**src/rtl/fetch_unit_if.sv**
```systemverilog
// rtl/fetch_unit_if.sv - bus bundle between the fetch unit, instruction memory and decode
//
// Purpose: groups the imem request/response channel, the decode-side instruction channel
// and the redirect inputs so the fetch unit sees them through a single port.
// Ports (by modport):
//   master (fetch unit): drives imem_req_valid/imem_req_addr and the instr_* outputs,
//                        samples imem_req_ready, imem_rsp_*, PCSrc/PCTarget and instr_ready.
//   slave  (environment): the mirror image of master.
interface fetch_unit_if #(
  parameter int AW = 32
);
  logic          imem_req_valid;
  logic          imem_req_ready;
  logic [AW-1:0] imem_req_addr;
  logic          imem_rsp_valid;
  logic [31:0]   imem_rsp_data;
  logic          PCSrc;
  logic [AW-1:0] PCTarget;
  logic          instr_valid;
  logic          instr_ready;
  logic [31:0]   instr;
  logic [AW-1:0] instr_pc;
  logic [6:0]    opcode;
  logic [2:0]    funct3;
  logic          func75;

  modport master (
    output imem_req_valid, imem_req_addr,
    output instr_valid, instr, instr_pc, opcode, funct3, func75,
    input  imem_req_ready, imem_rsp_valid, imem_rsp_data,
    input  PCSrc, PCTarget, instr_ready
  );

  modport slave (
    input  imem_req_valid, imem_req_addr,
    input  instr_valid, instr, instr_pc, opcode, funct3, func75,
    output imem_req_ready, imem_rsp_valid, imem_rsp_data,
    output PCSrc, PCTarget, instr_ready
  );
endinterface

```
**src/rtl/fetch_unit.sv**
```systemverilog
// rtl/fetch_unit.sv - instruction fetch front end with response FIFO and redirect squash
//
// Purpose: issues in-order word fetches from pc, tracks the PC of every in-flight request,
// buffers responses in a DEPTH-entry FIFO toward decode, and on a PCSrc redirect restarts
// fetching at PCTarget while discarding responses to requests issued before the redirect.
// Ports:
//   clk  - clock, all state on rising edge
//   rst  - synchronous active-high reset
//   bus  - fetch_unit_if.master: imem request/response, redirect, decode instruction channel
// Parameters: AW (address width), DEPTH (FIFO entries and fetch credit, power of 2, >=2),
//   RESET_PC (pc after reset).
module fetch_unit #(
  parameter int            AW       = 32,
  parameter int            DEPTH    = 2,
  parameter logic [AW-1:0] RESET_PC = '0
) (
  input logic          clk,
  input logic          rst,
  fetch_unit_if.master bus
);

  localparam int PW = $clog2(DEPTH);
  localparam int CW = PW + 1;
  localparam logic [31:0] NOP = 32'h0000_0013;

  typedef enum logic [0:0] {RUN, FLUSH} state_t;

  state_t        state;
  logic [AW-1:0] pc;
  logic          req_valid_q;
  logic [CW-1:0] outstanding;
  logic [CW-1:0] fifo_count;
  logic [CW-1:0] drop;

  logic [AW-1:0] fifo_pc   [DEPTH];
  logic [31:0]   fifo_data [DEPTH];
  logic [PW-1:0] fifo_head;
  logic [PW-1:0] fifo_tail;

  logic [AW-1:0] inflight_pc [DEPTH];
  logic [PW-1:0] inflight_head;
  logic [PW-1:0] inflight_tail;

  logic          accept;
  logic          rsp;
  logic          redirect;
  logic          push;
  logic          pop;
  logic          issue;
  logic          head_valid;
  logic [AW-1:0] target;
  logic [AW-1:0] pc_n;
  logic [CW-1:0] out_run;
  logic [CW-1:0] out_n;
  logic [CW-1:0] count_n;
  logic [CW-1:0] drop_n;
  state_t        state_n;
  logic          credit_n;
  logic [31:0]   instr_w;

  always_comb begin
    accept     = req_valid_q & bus.imem_req_ready;
    rsp        = bus.imem_rsp_valid;
    redirect   = bus.PCSrc;
    head_valid = (fifo_count != '0);
    pop        = head_valid & bus.instr_ready;
    // Responses only reach the FIFO while running; a same-cycle redirect squashes them.
    push       = rsp & (state == RUN) & ~redirect;
    issue      = accept & ~redirect;
    target     = bus.PCTarget & ~AW'(3);
    out_run    = outstanding + CW'(accept) - CW'(rsp);

    // Redirect beats a same-cycle accept: the accepted request is squashed, not followed.
    if (redirect) begin
      pc_n = target;
    end else if (accept) begin
      pc_n = pc + AW'(4);
    end else begin
      pc_n = pc;
    end

    if (redirect) begin
      count_n = '0;
    end else begin
      count_n = fifo_count + CW'(push) - CW'(pop);
    end

    out_n   = '0;
    drop_n  = drop;
    state_n = state;
    case (state)
      RUN: begin
        if (redirect) begin
          // Everything still in flight becomes stale and is counted off in FLUSH.
          drop_n  = out_run;
          state_n = (out_run != '0) ? FLUSH : RUN;
        end else begin
          out_n = out_run;
        end
      end
      FLUSH: begin
        if (rsp) begin
          drop_n = drop - CW'(1);
        end
        state_n = (drop_n == '0) ? RUN : FLUSH;
      end
      default: state_n = RUN;
    endcase

    credit_n = ({1'b0, out_n} + {1'b0, count_n}) < (CW + 1)'(DEPTH);
  end

  always_ff @(posedge clk) begin
    if (rst) begin
      state         <= RUN;
      pc            <= RESET_PC;
      req_valid_q   <= 1'b0;
      outstanding   <= '0;
      fifo_count    <= '0;
      drop          <= '0;
      fifo_head     <= '0;
      fifo_tail     <= '0;
      inflight_head <= '0;
      inflight_tail <= '0;
    end else begin
      state       <= state_n;
      pc          <= pc_n;
      // Request valid is registered from next-cycle credit so it never glitches.
      req_valid_q <= (state_n == RUN) && credit_n;
      outstanding <= out_n;
      fifo_count  <= count_n;
      drop        <= drop_n;
      if (redirect) begin
        fifo_head     <= '0;
        fifo_tail     <= '0;
        inflight_head <= '0;
        inflight_tail <= '0;
      end else begin
        if (issue) begin
          inflight_pc[inflight_tail] <= pc;
          inflight_tail              <= inflight_tail + PW'(1);
        end
        if (push) begin
          fifo_pc[fifo_tail]   <= inflight_pc[inflight_head];
          fifo_data[fifo_tail] <= bus.imem_rsp_data;
          fifo_tail            <= fifo_tail + PW'(1);
          inflight_head        <= inflight_head + PW'(1);
        end
        if (pop) begin
          fifo_head <= fifo_head + PW'(1);
        end
      end
    end
  end

  assign instr_w = head_valid ? fifo_data[fifo_head] : NOP;

  assign bus.imem_req_valid = req_valid_q;
  assign bus.imem_req_addr  = pc;
  assign bus.instr_valid    = head_valid;
  assign bus.instr          = instr_w;
  assign bus.instr_pc       = head_valid ? fifo_pc[fifo_head] : '0;
  assign bus.opcode         = instr_w[6:0];
  assign bus.funct3         = instr_w[14:12];
  assign bus.func75         = instr_w[30];

endmodule

```
**src/flat_wrapper.sv**
```systemverilog
// flat-port wrapper written by rule: the top's interface ports become plain ports
module fetch_unit_flat 
#(
  parameter int            AW       = 32,
  parameter int            DEPTH    = 2,
  parameter logic [AW-1:0] RESET_PC = '0
)
  (clk, rst, bus_imem_req_valid, bus_imem_req_addr, bus_instr_valid, bus_instr, bus_instr_pc, bus_opcode, bus_funct3, bus_func75, bus_imem_req_ready, bus_imem_rsp_valid, bus_imem_rsp_data, bus_PCSrc, bus_PCTarget, bus_instr_ready);
  fetch_unit_if #(.AW(AW)) bus_i ();
  input logic clk;
  input logic rst;
  output wire logic [$bits(bus_i.imem_req_valid)-1:0] bus_imem_req_valid;
  output wire logic [$bits(bus_i.imem_req_addr)-1:0] bus_imem_req_addr;
  output wire logic [$bits(bus_i.instr_valid)-1:0] bus_instr_valid;
  output wire logic [$bits(bus_i.instr)-1:0] bus_instr;
  output wire logic [$bits(bus_i.instr_pc)-1:0] bus_instr_pc;
  output wire logic [$bits(bus_i.opcode)-1:0] bus_opcode;
  output wire logic [$bits(bus_i.funct3)-1:0] bus_funct3;
  output wire logic [$bits(bus_i.func75)-1:0] bus_func75;
  input wire logic [$bits(bus_i.imem_req_ready)-1:0] bus_imem_req_ready;
  input wire logic [$bits(bus_i.imem_rsp_valid)-1:0] bus_imem_rsp_valid;
  input wire logic [$bits(bus_i.imem_rsp_data)-1:0] bus_imem_rsp_data;
  input wire logic [$bits(bus_i.PCSrc)-1:0] bus_PCSrc;
  input wire logic [$bits(bus_i.PCTarget)-1:0] bus_PCTarget;
  input wire logic [$bits(bus_i.instr_ready)-1:0] bus_instr_ready;
  assign bus_imem_req_valid = bus_i.imem_req_valid;
  assign bus_imem_req_addr = bus_i.imem_req_addr;
  assign bus_instr_valid = bus_i.instr_valid;
  assign bus_instr = bus_i.instr;
  assign bus_instr_pc = bus_i.instr_pc;
  assign bus_opcode = bus_i.opcode;
  assign bus_funct3 = bus_i.funct3;
  assign bus_func75 = bus_i.func75;
  assign bus_i.imem_req_ready = bus_imem_req_ready;
  assign bus_i.imem_rsp_valid = bus_imem_rsp_valid;
  assign bus_i.imem_rsp_data = bus_imem_rsp_data;
  assign bus_i.PCSrc = bus_PCSrc;
  assign bus_i.PCTarget = bus_PCTarget;
  assign bus_i.instr_ready = bus_instr_ready;
  fetch_unit #(.AW(AW), .DEPTH(DEPTH), .RESET_PC(RESET_PC)) u_core (.clk(clk), .rst(rst), .bus(bus_i));
endmodule
```
**config.mk**
```make
export PLATFORM = sky130hd
export DESIGN_NAME = fetch_unit_flat
export DESIGN_NICKNAME = d
export VERILOG_FILES = /design/src/rtl/fetch_unit_if.sv /design/src/rtl/fetch_unit.sv /design/src/flat_wrapper.sv
export SDC_FILE = /design/constraint.sdc
export NUM_CORES = 1
export LEC_CHECK = 0
export BUFFER_PORTS_ARGS = -buffer_cell sky130_fd_sc_hd__buf_2
export CORE_UTILIZATION = 57
export CTS_BUF_LIST = sky130_fd_sc_hd__clkbuf_8
export DETAILED_ROUTE_END_ITERATION = 10
export GPL_TIMING_DRIVEN = 0
export PLACE_DENSITY = 0.88
export SYNTH_ARGS = -nofsm -noshare
export SYNTH_HDL_FRONTEND = slang
export SYNTH_SLANG_ARGS = --single-unit
export TNS_END_PERCENT = 30
```
**constraint.sdc**
```tcl
create_clock -name clk -period 10.8 [get_ports clk]
set_input_delay 3.24 -clock clk [delete_from_list [all_inputs] [get_ports clk]]
set_output_delay 3.24 -clock clk [all_outputs]
set_load 0.03 [all_outputs]
```
==> results.py <==
metrics = {
    "status": {
        "status": "finished, final reports clean",
    },
    "setup_path": {
        "crit_required_ns": 7.56,
        "criticalPathCategory": "reg2out",
        "path_buf_inv": 4,
        "r2r-start": "u_core.fifo_count[0]$_SDFF_PP0_",
        "cpPeakStageDelay_ns": 0.52,
        "cp-end-kind": "output pin",
        "startpoint": "u_core.fifo_count[0]$_SDFF_PP0_",
        "slowest_stage": "nor2_1",
        "cp-start-kind": "flop",
        "path_delay_family": "buffers and inverters",
        "cp_cell_sequence": "nor2_1 > clkbuf_1 > buf_1 > nor2_1 > buf_4 > buf_2",
        "arrival_ns": 2.59,
        "path_common_cell": "nor2_1",
        "crit_fanout": 10,
    },
    "timing": {
        "timing.hold.ws_ns": 0.542,
        "period_minus_slack_ns": 5.83,
        "setup_viol": 0,
        "rsz0062_at_grt": "false",
        "finalClockSkew_ns": 0.0212,
        "max_slew_margin": 0.319,
        "finalCritPeriodShare": 0.540,
        "report.final.slew_viol_count": 0,
        "hold_violations": 0,
        "max_freq_mhz": 171,
        "tightestPinTransition_ns": 1.02,
        "setup_ws_ns": 4.97,
    },
    "global_route": {
        "grt_pass1_wl_um": 29500,
        "antenna_found_initial": 0,
        "grtUsageTotal": 0.232,
        "first_global_vias": 5846,
        "grt_overflow_total": 0,
        "grt_max_degree": 63,
    },
    "logic_synthesis": {
        "async_reset_ff_frac": 0,
        "avgSynthCellArea_um2": 13.8,
        "synth_top_area_share": 0.587,
        "yosysTopAreaCell": "edfxtp_1",
        "yosysSeqAreaShare": 0.681,
        "synth-edff-count": 184,
        "synth_cell_types": 52,
        "yosys_warnings": 0,
        "synth_area_mm2": 0.00941,
        "ys_ff_latch": 228,
        "syn_inst": 681,
        "synth_area_leaders": "edfxtp_1, dfxtp_1, mux2i_1",
        "synth_top_flop_cell": "edfxtp_1",
    },
    "placement": {
        "dp_slack_ns": 4.98,
        "port_buffers": 170,
        "detailed_place_hpwl_um": 13500,
        "placed_cells": 1076,
        "gp_congestion": 0.922,
    },
    "final_layout": {
        "register_area_mm2": 0.00641,
        "fillers": 1131,
        "post-route-util": 0.704,
        "stdcell_count": 1138,
        "final_nets": 973,
        "diodes": 0,
        "multiInputGateArea_mm2": 0.00273,
        "drive_gt1_frac": 0.303,
        "mostFrequentLayoutCell": "edfxtp_1",
        "syn2layout_area_growth_pct": 19.8,
        "final_cell_mix": "edfxtp_1, buf_2, nor2_1",
    },
    "power_and_ir_drop": {
        "power_uw": 1830,
        "p_clk_frac": 0.350,
        "netSwitchingFraction": 0.251,
        "p_int_uw": 1370,
        "p_per_area_mw_per_mm2": 162,
        "p_seq_frac": 0.549,
        "p_leak_uw": 0.00417,
        "combPwrFrac": 0.101,
        "ir_drop_v": 0.0000933,
        "p_sw_uw": 459,
    },
    "cts": {
        "cts_resized": 0,
        "cts_buffers": 35,
        "insertion_delay_ns": 0.53,
        "ctsHoldBuffers": 0,
        "cts_max_path_buffers": 3,
        "tritoncts": "built",
        "path_clk_slew_ns": 0.06,
        "root_buffer": "clkbuf_8",
        "h-tree-depth": 2,
        "cts.sinks": 228,
        "post-cts-setup-buffers": 0,
    },
    "floorplanning": {
        "num_io_pins": 179,
        "core_mm2": 0.0160,
        "dieHeight_um": 130,
        "start_util": 0.588,
        "die_x_um": 130,
        "rows": 46,
        "dieArea_mm2": 0.0170,
    },
    "detailed_routing": {
        "route.detailed.drc": 0,
        "first_pass_iters": 5,
        "viasPerCell": 5.54,
        "wirelength_um": 19800,
        "drt-wirelength-per-cell_um": 17.4,
        "initialDrtViolationCount": 487,
        "ant_nets": 0,
        "via_count": 6310,
    },
    "flow_run": {
        "cap_violations": 0,
    },
    "min_path": {
        "min_path_type": "reg2reg",
        "hold_start": "u_core.drop[0]$_SDFFE_PP0P_",
    },
}
[per-stage QoR]
step | cell area, um^2 | setup TNS, ns
finish | 11300 | 0
global route | 11300 | 0
CTS | 11300 | 0
detailed placement | 10600 | 0
global placement | 10500 | -14.27
floorplan | 9420 | 0
[cells by family after synthesis]
| family | count (synthesis) | share of synthesized area |
|---|---|---|
| compound gates | 60 | 0.0462 |
| xor+xnor | 18 | 0.0184 |
| fa+ha+maj | 6 | 0.00878 |
| buf+inv | 63 | 0.0313 |
| flops | 228 | 0.681 |
| mux | 92 | 0.102 |
| other cells | 1 | 0.000399 |
| simple gates | 213 | 0.112 |
[registers in the layout, indices dropped and copies added (netlist names), named ones only]
signal,cells
u_core.state,1
u_core.fifo_tail,1
u_core.inflight_tail,1
u_core.bus.imem_req_valid,1
u_core.fifo_head,1
u_core.inflight_head,1
u_core.outstanding,2
u_core.inflight_pc,60
u_core.fifo_pc,60
u_core.fifo_count,2
u_core.bus.imem_req_addr,30
u_core.drop,2
u_core.fifo_data,64
[power groups by stage]
stage	sequential (uW)	combinational, uW	clock (uW)
finish	1000	184	639
global route	1010	199	681
CTS	1000	184	650
detailed placement	1020	182	0
global placement	1020	176	0
floorplan	1030	105	0
[metal layers]
layer | up-vias | track usage | part of all wire | wire length [um]
met3 | 38 | 0.0513 | 0.10 | 2030
met1 | 2967 | 0.290 | 0.39 | 7760
li1 | 2981 | - | - | -
met4 | 0 | 0.104 | 0.024 | 473
met5 | - | 0 | 0 | 0
met2 | 324 | 0.389 | 0.48 | 9560
[final timing paths]
kind / to / slack, ns / cells past startpoint
setup / recovery: bus_instr[30] / 4.97 / 6
hold / removal: u_core.drop[0]$_SDFFE_PP0P_ / 0.54 / 2
hold reg to reg: u_core.drop[0]$_SDFFE_PP0P_ / 0.54 / 2
setup reg to reg: u_core.bus.imem_req_valid$_SDFF_PP0_ / 7.74 / 10
[area by class of cell]
type,instances,share of cell area
tap,216,0.0240
timing repair buffer,176,0.0822
clock inverter,24,0.0101
inverter,14,0.00467
buffer,49,0.0214
clock buffer,38,0.0464
multi-input combinational,393,0.242
sequential,228,0.569
[Yosys cell counts (2+ instances only)]
master,count
nand4bb_1,2
nor3_1,10
buf_4,15
nor2b_1,2
o41ai_1,2
nand4_1,15
nor2_1,89
or4_1,8
a21oi_1,3
inv_1,13
clkbuf_1,27
a211oi_1,9
ha_1,5
o221ai_1,2
mux2i_1,62
o31ai_1,8
and4_1,3
a21o_1,2
edfxtp_1,184
a221oi_1,2
and3_1,10
or3_1,6
o21ai_0,11
mux2_2,30
nand3_1,15
o31a_1,2
a31oi_1,6
xor2_1,10
or2_2,3
xnor2_1,7
nor4_1,7
nand2_1,29
and2_1,6
dfxtp_1,44
a311oi_1,10
buf_1,6
[worst reg2reg max path: cells and delay by family, from the launching register on]
kind	cells	cell delay (ns)
xor+xnor	1	0.26
fa+ha+maj	3	0.96
buf+inv	2	0.28
flops	1	0.31
simple gates	4	1.16
Power figures use the tool's default switching activity.
